<file path="src/rtl/pipe_pkg.sv">
// Shared definitions for the inter-stage pipeline register: default widths,
// the NOP payload word and the packed payload+flag bundle.
package pipe_pkg;
    localparam int NUM_CH_DEF  = 4;
    localparam int CH_W_DEF    = 32;
    localparam int FLAG_W_DEF  = 1;
    localparam int STALL_CNT_W = 16;

    // A bubble carries this word on every channel.
    localparam logic [CH_W_DEF-1:0] NOP_WORD = 32'd0;

    typedef struct packed {
        logic [FLAG_W_DEF-1:0]          flag;
        logic [NUM_CH_DEF*CH_W_DEF-1:0] data;
    } pipe_bundle_t;
endpackage

</file>
<file path="src/rtl/pipe_slot.sv">
// One storage slot: valid bit plus payload register, clear > load > hold.
// Latency: register, 1 cycle. Backpressure: none, controls come from the owner.
// A cleared slot zeroes its payload so an empty slot always presents a NOP.
module pipe_slot #(
    parameter int W = 8
) (
    input  logic         clk,
    input  logic         reset,
    input  logic         load,
    input  logic         clear,
    input  logic [W-1:0] d,
    output logic         vld,
    output logic [W-1:0] q
);
    always_ff @(posedge clk or negedge reset) begin
        if (!reset) begin
            vld <= 1'b0;
            q   <= '0;
        end else if (clear) begin
            vld <= 1'b0;
            q   <= '0;
        end else if (load) begin
            vld <= 1'b1;
            q   <= d;
        end
    end
endmodule

</file>
<file path="src/rtl/pipe_stage_reg.sv">
// Inter-stage pipeline register with flush, NOP bubbles and a saturating stall counter.
// Latency: 1 cycle, 1 entry/cycle. Backpressure: out_ready gates in_ready combinationally;
// with PIPE_STAGE_REG_SKID_EN a skid slot absorbs one entry so in_ready comes from a register.
module pipe_stage_reg
    import pipe_pkg::*;
#(
    parameter int NUM_CH = NUM_CH_DEF,
    parameter int CH_W   = CH_W_DEF,
    parameter int FLAG_W = FLAG_W_DEF,
    parameter int CNT_W  = STALL_CNT_W
) (
    input  logic                   clk,
    input  logic                   reset,
    input  logic                   flush,
    input  logic                   in_valid,
    output logic                   in_ready,
    input  logic [NUM_CH*CH_W-1:0] in_data,
    input  logic [FLAG_W-1:0]      in_flag,
    output logic                   out_valid,
    input  logic                   out_ready,
    output logic [NUM_CH*CH_W-1:0] out_data,
    output logic [FLAG_W-1:0]      out_flag,
    output logic [CNT_W-1:0]       stall_cnt
);
    localparam int DW = NUM_CH * CH_W;
    localparam int BW = DW + FLAG_W;

    logic [BW-1:0] in_bundle;
    logic [BW-1:0] m_d;
    logic [BW-1:0] m_q;
    logic          m_vld;
    logic          m_load;
    logic          m_clr;
    logic          in_xfer;

    assign in_bundle = {in_flag, in_data};
    assign in_xfer   = in_valid & in_ready;

`ifdef PIPE_STAGE_REG_SKID_EN
    logic [BW-1:0] s_q;
    logic          s_vld;
    logic          s_load;
    logic          s_clr;
    logic          out_free;

    assign out_free = ~m_vld | out_ready;
    assign in_ready = ~flush & ~s_vld;

    // S only fills while M is blocked, so M empty implies S empty and order holds.
    always_comb begin
        m_d    = in_bundle;
        m_load = 1'b0;
        m_clr  = 1'b0;
        s_load = 1'b0;
        s_clr  = 1'b0;
        if (flush) begin
            m_clr = 1'b1;
            s_clr = 1'b1;
        end else if (out_free) begin
            if (s_vld) begin
                m_d    = s_q;
                m_load = 1'b1;
                s_clr  = 1'b1;
            end else if (in_xfer) begin
                m_load = 1'b1;
            end else begin
                m_clr = 1'b1;
            end
        end else if (in_xfer) begin
            s_load = 1'b1;
        end
    end

    pipe_slot #(.W(BW)) u_skid_slot (
        .clk   (clk),
        .reset (reset),
        .load  (s_load),
        .clear (s_clr),
        .d     (in_bundle),
        .vld   (s_vld),
        .q     (s_q)
    );
`else
    assign in_ready = ~flush & (~m_vld | out_ready);

    always_comb begin
        m_d    = in_bundle;
        m_load = in_xfer;
        m_clr  = flush | (m_vld & out_ready & ~in_xfer);
    end
`endif

    pipe_slot #(.W(BW)) u_main_slot (
        .clk   (clk),
        .reset (reset),
        .load  (m_load),
        .clear (m_clr),
        .d     (m_d),
        .vld   (m_vld),
        .q     (m_q)
    );

    assign out_valid = m_vld;
    assign out_data  = m_q[DW-1:0];
    assign out_flag  = m_q[BW-1:DW];

    // Counts stalled edges; flush leaves it alone, only reset clears it.
    always_ff @(posedge clk or negedge reset) begin
        if (!reset) begin
            stall_cnt <= '0;
        end else if (m_vld & ~out_ready & ~(&stall_cnt)) begin
            stall_cnt <= stall_cnt + CNT_W'(1);
        end
    end
endmodule

</file>
<file path="config.mk">
export PLATFORM = sky130hd
export DESIGN_NAME = pipe_stage_reg
export DESIGN_NICKNAME = d
export VERILOG_FILES = /design/src/rtl/pipe_pkg.sv /design/src/rtl/pipe_slot.sv /design/src/rtl/pipe_stage_reg.sv
export SDC_FILE = /design/constraint.sdc
export NUM_CORES = 1
export LEC_CHECK = 0
export CORE_ASPECT_RATIO = 0.7
export CORE_MARGIN = 1
export CORE_UTILIZATION = 39
export CTS_CLUSTER_DIAMETER = 120
export DETAILED_ROUTE_END_ITERATION = 7
export PLACE_DENSITY = 0.9
export SETUP_SLACK_MARGIN = 0.02
export SYNTH_ARGS = -nofsm -noshare
export SYNTH_HDL_FRONTEND = slang
export SYNTH_SLANG_ARGS = --single-unit
</file>
<file path="constraint.sdc">
create_clock -name clk -period 2.18 [get_ports clk]
set_input_delay 0.545 -clock clk [delete_from_list [all_inputs] [get_ports clk]]
set_output_delay 0.545 -clock clk [all_outputs]
set_load 0.03 [all_outputs]
</file>
Yosys cells after proc, flatten, opt, wreduce, memory -nomap -nowiden
Index checks and enable logic that the tools add are counted.
- mux-type cells: 4
- add/subtract/negate cells: 1
- reduce and logical (&&, ||, !) cells: 2
- bitwise gates (word level): 13
- operators by type and width (kind ; number):
    $mux W129 ; 2
    $add A16 B1 Y16 const B ; 1
    $reduce_and A16 Y1 ; 1
    $and A1 B1 Y1 ; 6
    $not A1 Y1 ; 5
    $mux W1 ; 2
    $or A1 B1 Y1 ; 2
    $reduce_bool A2 Y1 ; 1
- output and inout bits: 147
- register bits after elaboration: 146
- input port bits: 134
- logic and storage cells: 23

Depth between registers and ports, before layout
Gate-level depths: netlist (run 1).
- word-level depth: 8
- mapped depth: 6
- depth with buffers taken out: 5

Hierarchy
Synthesis (run 1) repeated with hierarchy kept, for this count alone.
- cells, all modules: 494
- area, all modules: 6135.9 um^2
- modules (own cells, without submodules) (module ; seq. area each (um^2) ; area an instance (um^2) ; instances ; cells each):
    pipe_slot ; 3253.1 ; 5335.1 ; 1 ; 419
    pipe_stage_reg ; 400.4 ; 800.8 ; 1 ; 75

Worst setup path after synthesis (run 1)
No wires, ideal clock.
- path type: register to register
- start point: register u_main_slot.vld
- end point: register u_main_slot.q[100]
- arrival time: 1.940 ns
- library setup time: 0.066 ns
- cell stages (with the launch flop): 7
- path buffers: 2
- path slack: 0.173 ns
- cells stage by stage: dfrtp_1 -> and2b_1 -> nor2_1 -> and2_1 -> buf_2 -> buf_2 -> a22o_1
- cells in the longest elaborated chain, start to end: 8
- elaborated cells on any way between the ends: 10
- classes of those cells: 1 x mux; 8 x bitwise; 1 x reduce/logical
- RTL lines (what ; RTL line ; source):
    start, declared ; pipe_slot.sv:12 ; output logic vld,
    start signal, assigned ; pipe_slot.sv:17 ; vld <= 1'b0;
    start signal, assigned ; pipe_slot.sv:20 ; vld <= 1'b0;
    start signal, assigned ; pipe_slot.sv:23 ; vld <= 1'b1;
    $not A1 Y1 * ; pipe_stage_reg.sv:84 ; assign in_ready = ~flush & (~m_vld | out_ready);
    $or A1 B1 Y1 * ; pipe_stage_reg.sv:84 ;
    $and A1 B1 Y1 * ; pipe_stage_reg.sv:84 ;
    named net in_ready ; pipe_stage_reg.sv:16 ; output logic in_ready,
    $and A1 B1 Y1 * ; pipe_stage_reg.sv:37 ; assign in_xfer = in_valid & in_ready;
    $not A1 Y1 ; pipe_stage_reg.sv:89 ; m_clr = flush | (m_vld & out_ready & ~in_xfer);
    $and A1 B1 Y1 ; pipe_stage_reg.sv:89 ;
    $or A1 B1 Y1 ; pipe_stage_reg.sv:89 ;
    $mux W129 or $reduce_bool A2 Y1 (tied branches) ; -- ;
    end signal, assigned ; pipe_slot.sv:18 ; q <= '0;
    end signal, assigned ; pipe_slot.sv:21 ; q <= '0;
    end signal, assigned ; pipe_slot.sv:24 ; q <= d;
    end, declared ; pipe_slot.sv:13 ; output logic [W-1:0] q
The timed path passes the listed nets; every way through them passes the cells marked *.
A chain may end at the register's enable or synchronous reset.

Worst setup path after layout (run 1)
- start point: register stall_cnt[9]
- end point: output stall_cnt[9]
- RTL lines (what ; RTL line ; source):
    start, declared ; pipe_stage_reg.sv:23 ; output logic [CNT_W-1:0] stall_cnt
    start signal, assigned ; pipe_stage_reg.sv:112 ; stall_cnt <= stall_cnt + CNT_W'(1);
No word-level cell between the ends.

==> results of run 1 <==
cells in the mapped netlist, types with 2 or more instances:
cell	number	area (µm²)
sky130_fd_sc_hd__a22o_1	129	1130
sky130_fd_sc_hd__buf_2	27	135.1
sky130_fd_sc_hd__clkbuf_1	3	11.26
sky130_fd_sc_hd__dfrtp_1	146	3654
sky130_fd_sc_hd__nand2_1	7	26.28
sky130_fd_sc_hd__nand3_1	6	30.03
sky130_fd_sc_hd__nand4_1	3	18.77
sky130_fd_sc_hd__nor2_1	9	33.78
sky130_fd_sc_hd__nor3_1	6	30.03
sky130_fd_sc_hd__nor4_1	4	25.02
sky130_fd_sc_hd__o21ai_0	2	10.01
sky130_fd_sc_hd__xnor2_1	6	52.55
sky130_fd_sc_hd__xor2_1	7	61.31
power by group:
group / leakage (nW) / total (mW) / internal (mW) / switching, mW
clock network: 0.266 / 2.81 / 1.63 / 1.19
registers: 1.96 / 3.04 / 2.89 / 0.145
logic: 1.85 / 1.41 / 0.678 / 0.736
total: 4.07 / 7.26 / 5.19 / 2.07
per-stage QoR:
step	worst slack [ns]	TNS [ns]
2_1_floorplan	0.1733	0
3_3_place_gp	0.03861	0
3_5_place_dp	-0.004161	-0.005534
4_1_cts	0.02567	0
5_1_grt	0.02023	0
6_report	0.06801	0
final timing paths:
kind / start / endpoint / slack (ns) / cells past startpoint
max: stall_cnt[9]$_DFFE_PN0P_ / stall_cnt[9] / 0.07 / 1
min: reset / u_main_slot.q[50]$_DFFE_PN0P_ / 0.08 / 1
max reg2reg: stall_cnt[0]$_DFFE_PN0P_ / stall_cnt[1]$_DFFE_PN0P_ / 0.25 / 5
min reg2reg: u_main_slot.q[50]$_DFFE_PN0P_ / u_main_slot.q[50]$_DFFE_PN0P_ / 0.50 / 1
max in group asynchronous: reset / u_main_slot.q[32]$_DFFE_PN0P_ / 1.45 / 2
min in group clk: u_main_slot.q[50]$_DFFE_PN0P_ / u_main_slot.q[50]$_DFFE_PN0P_ / 0.50 / 1
sequential cells by signal, indices dropped and copies added, names as in the netlist:
signal and count:
u_main_slot.vld 1, u_main_slot.q 129, stall_cnt 16
layer usage:
metal	vias to the layer above	GRT usage, %	share of wire [%]	wire length [µm]
met2	192	37.90	50	7883
met4	0	7.361	0.97	152
met1	2202	28.11	42	6560
met3	17	6.393	7.2	1138
met5	-	0	0	0
li1	1973	-	-	-
cells by family (layout without fill, tap and decap cells):
kind of cell,Yosys count,after routing,synth area share [%]
flops,146,146,68.22
compound gates,131,131,21.28
simple gates,45,45,4.907
buf+inv,31,329,2.804
xor+xnor,13,13,2.126
mux,2,2,0.4205
fa+ha+maj,1,1,0.2336
layout make-up:
| class | instances | area share [%] |
|---|---|---|
| tap | 185 | 2.562 |
| inverter | 1 | 0.04155 |
| sequential | 146 | 40.44 |
| clock buffer | 20 | 4.945 |
| timing repair buffer | 296 | 33.32 |
| multi-input combinational | 192 | 17.31 |
| clock inverter | 12 | 1.371 |
layout by cell type, fill, tap and decap left out, types with 2 or more instances in the layout:
master	instances
sky130_fd_sc_hd__clkbuf_16	17
sky130_fd_sc_hd__a22o_1	129
sky130_fd_sc_hd__clkbuf_1	2
sky130_fd_sc_hd__dfrtp_1	146
sky130_fd_sc_hd__buf_12	7
sky130_fd_sc_hd__clkinv_4	3
sky130_fd_sc_hd__buf_4	10
sky130_fd_sc_hd__nor3_1	6
sky130_fd_sc_hd__inv_6	3
sky130_fd_sc_hd__nor4_1	4
sky130_fd_sc_hd__dlymetal6s2s_1	2
sky130_fd_sc_hd__clkinvlp_4	4
sky130_fd_sc_hd__nor2_1	7
sky130_fd_sc_hd__nand3_1	6
sky130_fd_sc_hd__o21ai_0	2
sky130_fd_sc_hd__xor2_1	7
sky130_fd_sc_hd__clkdlybuf4s50_1	273
sky130_fd_sc_hd__nand4_1	3
sky130_fd_sc_hd__dlygate4sd2_1	3
sky130_fd_sc_hd__nand2_1	7
sky130_fd_sc_hd__xnor2_1	6
repair_timing:
action,in CTS,in global routing
setup endpoints to repair,3,3
gates resized for setup,3,3
buffers inserted,0,0
endpoints found under the hold margin,0,0
cloned,0,0
==> Flow_metrics.wiki, run 1 <==
{| class="wikitable"
! Metric !! Value
|-
| Aggregate global-route resource usage || 22.51%
|-
| Crit Path Class || register to output port
|-
| Floorplan die height || 100.0 µm
|-
| Routability Congestion || 0.8415
|-
| # DRC || 0
|-
| Count of synthesis-stage warnings from yosys || 0
|-
| Inserted Clock Buffers || 17
|-
| Area enclosed by the die boundary || 14210 µm²
|-
| Root buffer cell || sky130_fd_sc_hd__clkbuf_16
|-
| First-pass GRT wire length || 24.63 mm
|-
| Post-DRT Antenna Nets || 0
|-
| Family of cells with the greatest summed delay on the critical path || buffers and inverters
|-
| Multi-input gate area || 1564 µm²
|-
| Share of async-settable or async-resettable flops after synthesis || 100.0%
|-
| Number of buffer and inverter stages on the critical path || 1
|-
| Slew @ Worst Pin || 0.6100 ns
|-
| Predominant post-synthesis flop cell || sky130_fd_sc_hd__dfrtp_1
|-
| Boundary Pins || 281
|-
| Achievable frequency || 473.5 MHz
|-
| Count of flip-flops with a built-in enable after synthesis || 0
|-
| Area after detailed placement || 8459 µm²
|-
| Max stage delay on crit path || 0.72 ns
|-
| Type of the worst min-delay path || input pin to asynchronous set/reset pin
|-
| Placeable Area || 13270 µm²
|-
| RSZ-0062 raised after global routing || no
|-
| Max Root-Sink Buffers || 2
|-
| FF+latch area || 3654 µm²
|-
| Number of synthesized register bits || 146
|-
| Wire length per cell || 18.47 µm
|-
| Number of H-tree branching levels || 4
|-
| Total power consumption of the routed design || 7.261 mW
|-
| Count of placed standard cells including taps || 820
|-
| Initial detailed-routing violation count || 171
|-
| Fraction of the core area covered by cells at the end of the flow || 68.08%
|-
| Cell count after synthesis || 369
|-
| Vias in the first global route || 4568
|-
| Initial Utilization || 40.36%
|-
| Signal arrival time at the worst endpoint || 1.57 ns
|-
| Critical-path cell with the highest stage delay || sky130_fd_sc_hd__clkdlybuf4s50_1
|-
| Via density per instance || 5.146
|-
| Cells traversed along the worst timing path || clkdlybuf4s50_1
|-
| Post-layout instance area || 9034 µm²
|-
| Pwr Density || 803.8 nW/µm²
|-
| Post-route worst hold slack || 0.07954 ns
|-
| Critical path endpoint category || output port
|-
| Fill cell total of the finished layout || 949
|-
| Number of hold violations in the final report || 0
|-
| Final Skew || 0.01248 ns
|-
| Time the worst path needs with I/O delays and setup || 2.112 ns
|-
| Post-layout instance count excluding filler cells || 852
|-
| Number of rows in the core area || 35
|-
| Number of pins exceeding their max-slew limit in the final report || 0
|-
| CTS tree || yes
|-
| Crit Path Max Fanout || 6
|-
| Synthesized area per cell || 14.51 µm²
|-
| Lkg Pwr || 4.075 nW
|-
| GR Overflow Total || 0
|-
| Count of cell types in the netlist || 27
|-
| Net count, final || 789
|-
| Drt total wl || 15.73 mm
|-
| Setup violators final || 0
|-
| Post-synthesis instance area || 5355 µm²
|-
| Net count after synthesis || 504
|-
| Largest net degree at the start of global routing || 54
|-
| Worst vdd ir || 0.0004482 V
|-
| Sequential fraction of the synthesis area || 68.22%
|-
| Die width || 142.1 µm
|-
| Share of the clock period used by the worst path || 96.88%
|-
| Number of buffers inserted for hold repair after clock tree synthesis || 0
|-
| Number of buffers added on ports || 280
|-
| Worst skew pair latency || 0.41 ns
|-
| Vias || 4384
|-
| Max_cap viols || 0
|-
| Outcome || completed
|-
| Antenna Cells || 0
|-
| Share of layout cells above drive strength 1 || 8.246%
|-
| Number of sinks handled by clock tree synthesis || 146
|-
| TritonRoute pass-1 iters || 4
|-
| Worst rel slew slack || 58.96%
|-
| Initial antenna violation count || 0
|-
| Area added between synthesis and finish || 68.69%
|-
| Element type at the critical path start || register
|-
| Post-detail-place hpwl || 11.38 mm
|-
| Clock transition time at the flip-flop clock pins of the worst setup and hold paths || 0.06 ns
|-
| Crit path required time || 1.63 ns
|}
No activity file was read; power rests on OpenSTA's default activity.
==> run 2, diff against run 1 <==
--- a/config.mk
+++ b/config.mk
@@ -10,6 +10,7 @@
 export CORE_UTILIZATION = 39
 export CTS_CLUSTER_DIAMETER = 120
 export DETAILED_ROUTE_END_ITERATION = 7
+export HOLD_SLACK_MARGIN = 0.05
 export PLACE_DENSITY = 0.9
 export SETUP_SLACK_MARGIN = 0.02
 export SYNTH_ARGS = -nofsm -noshare
==> results of run 2 <==
No change in the layout: final DEF, timing and power equal those of run 1.
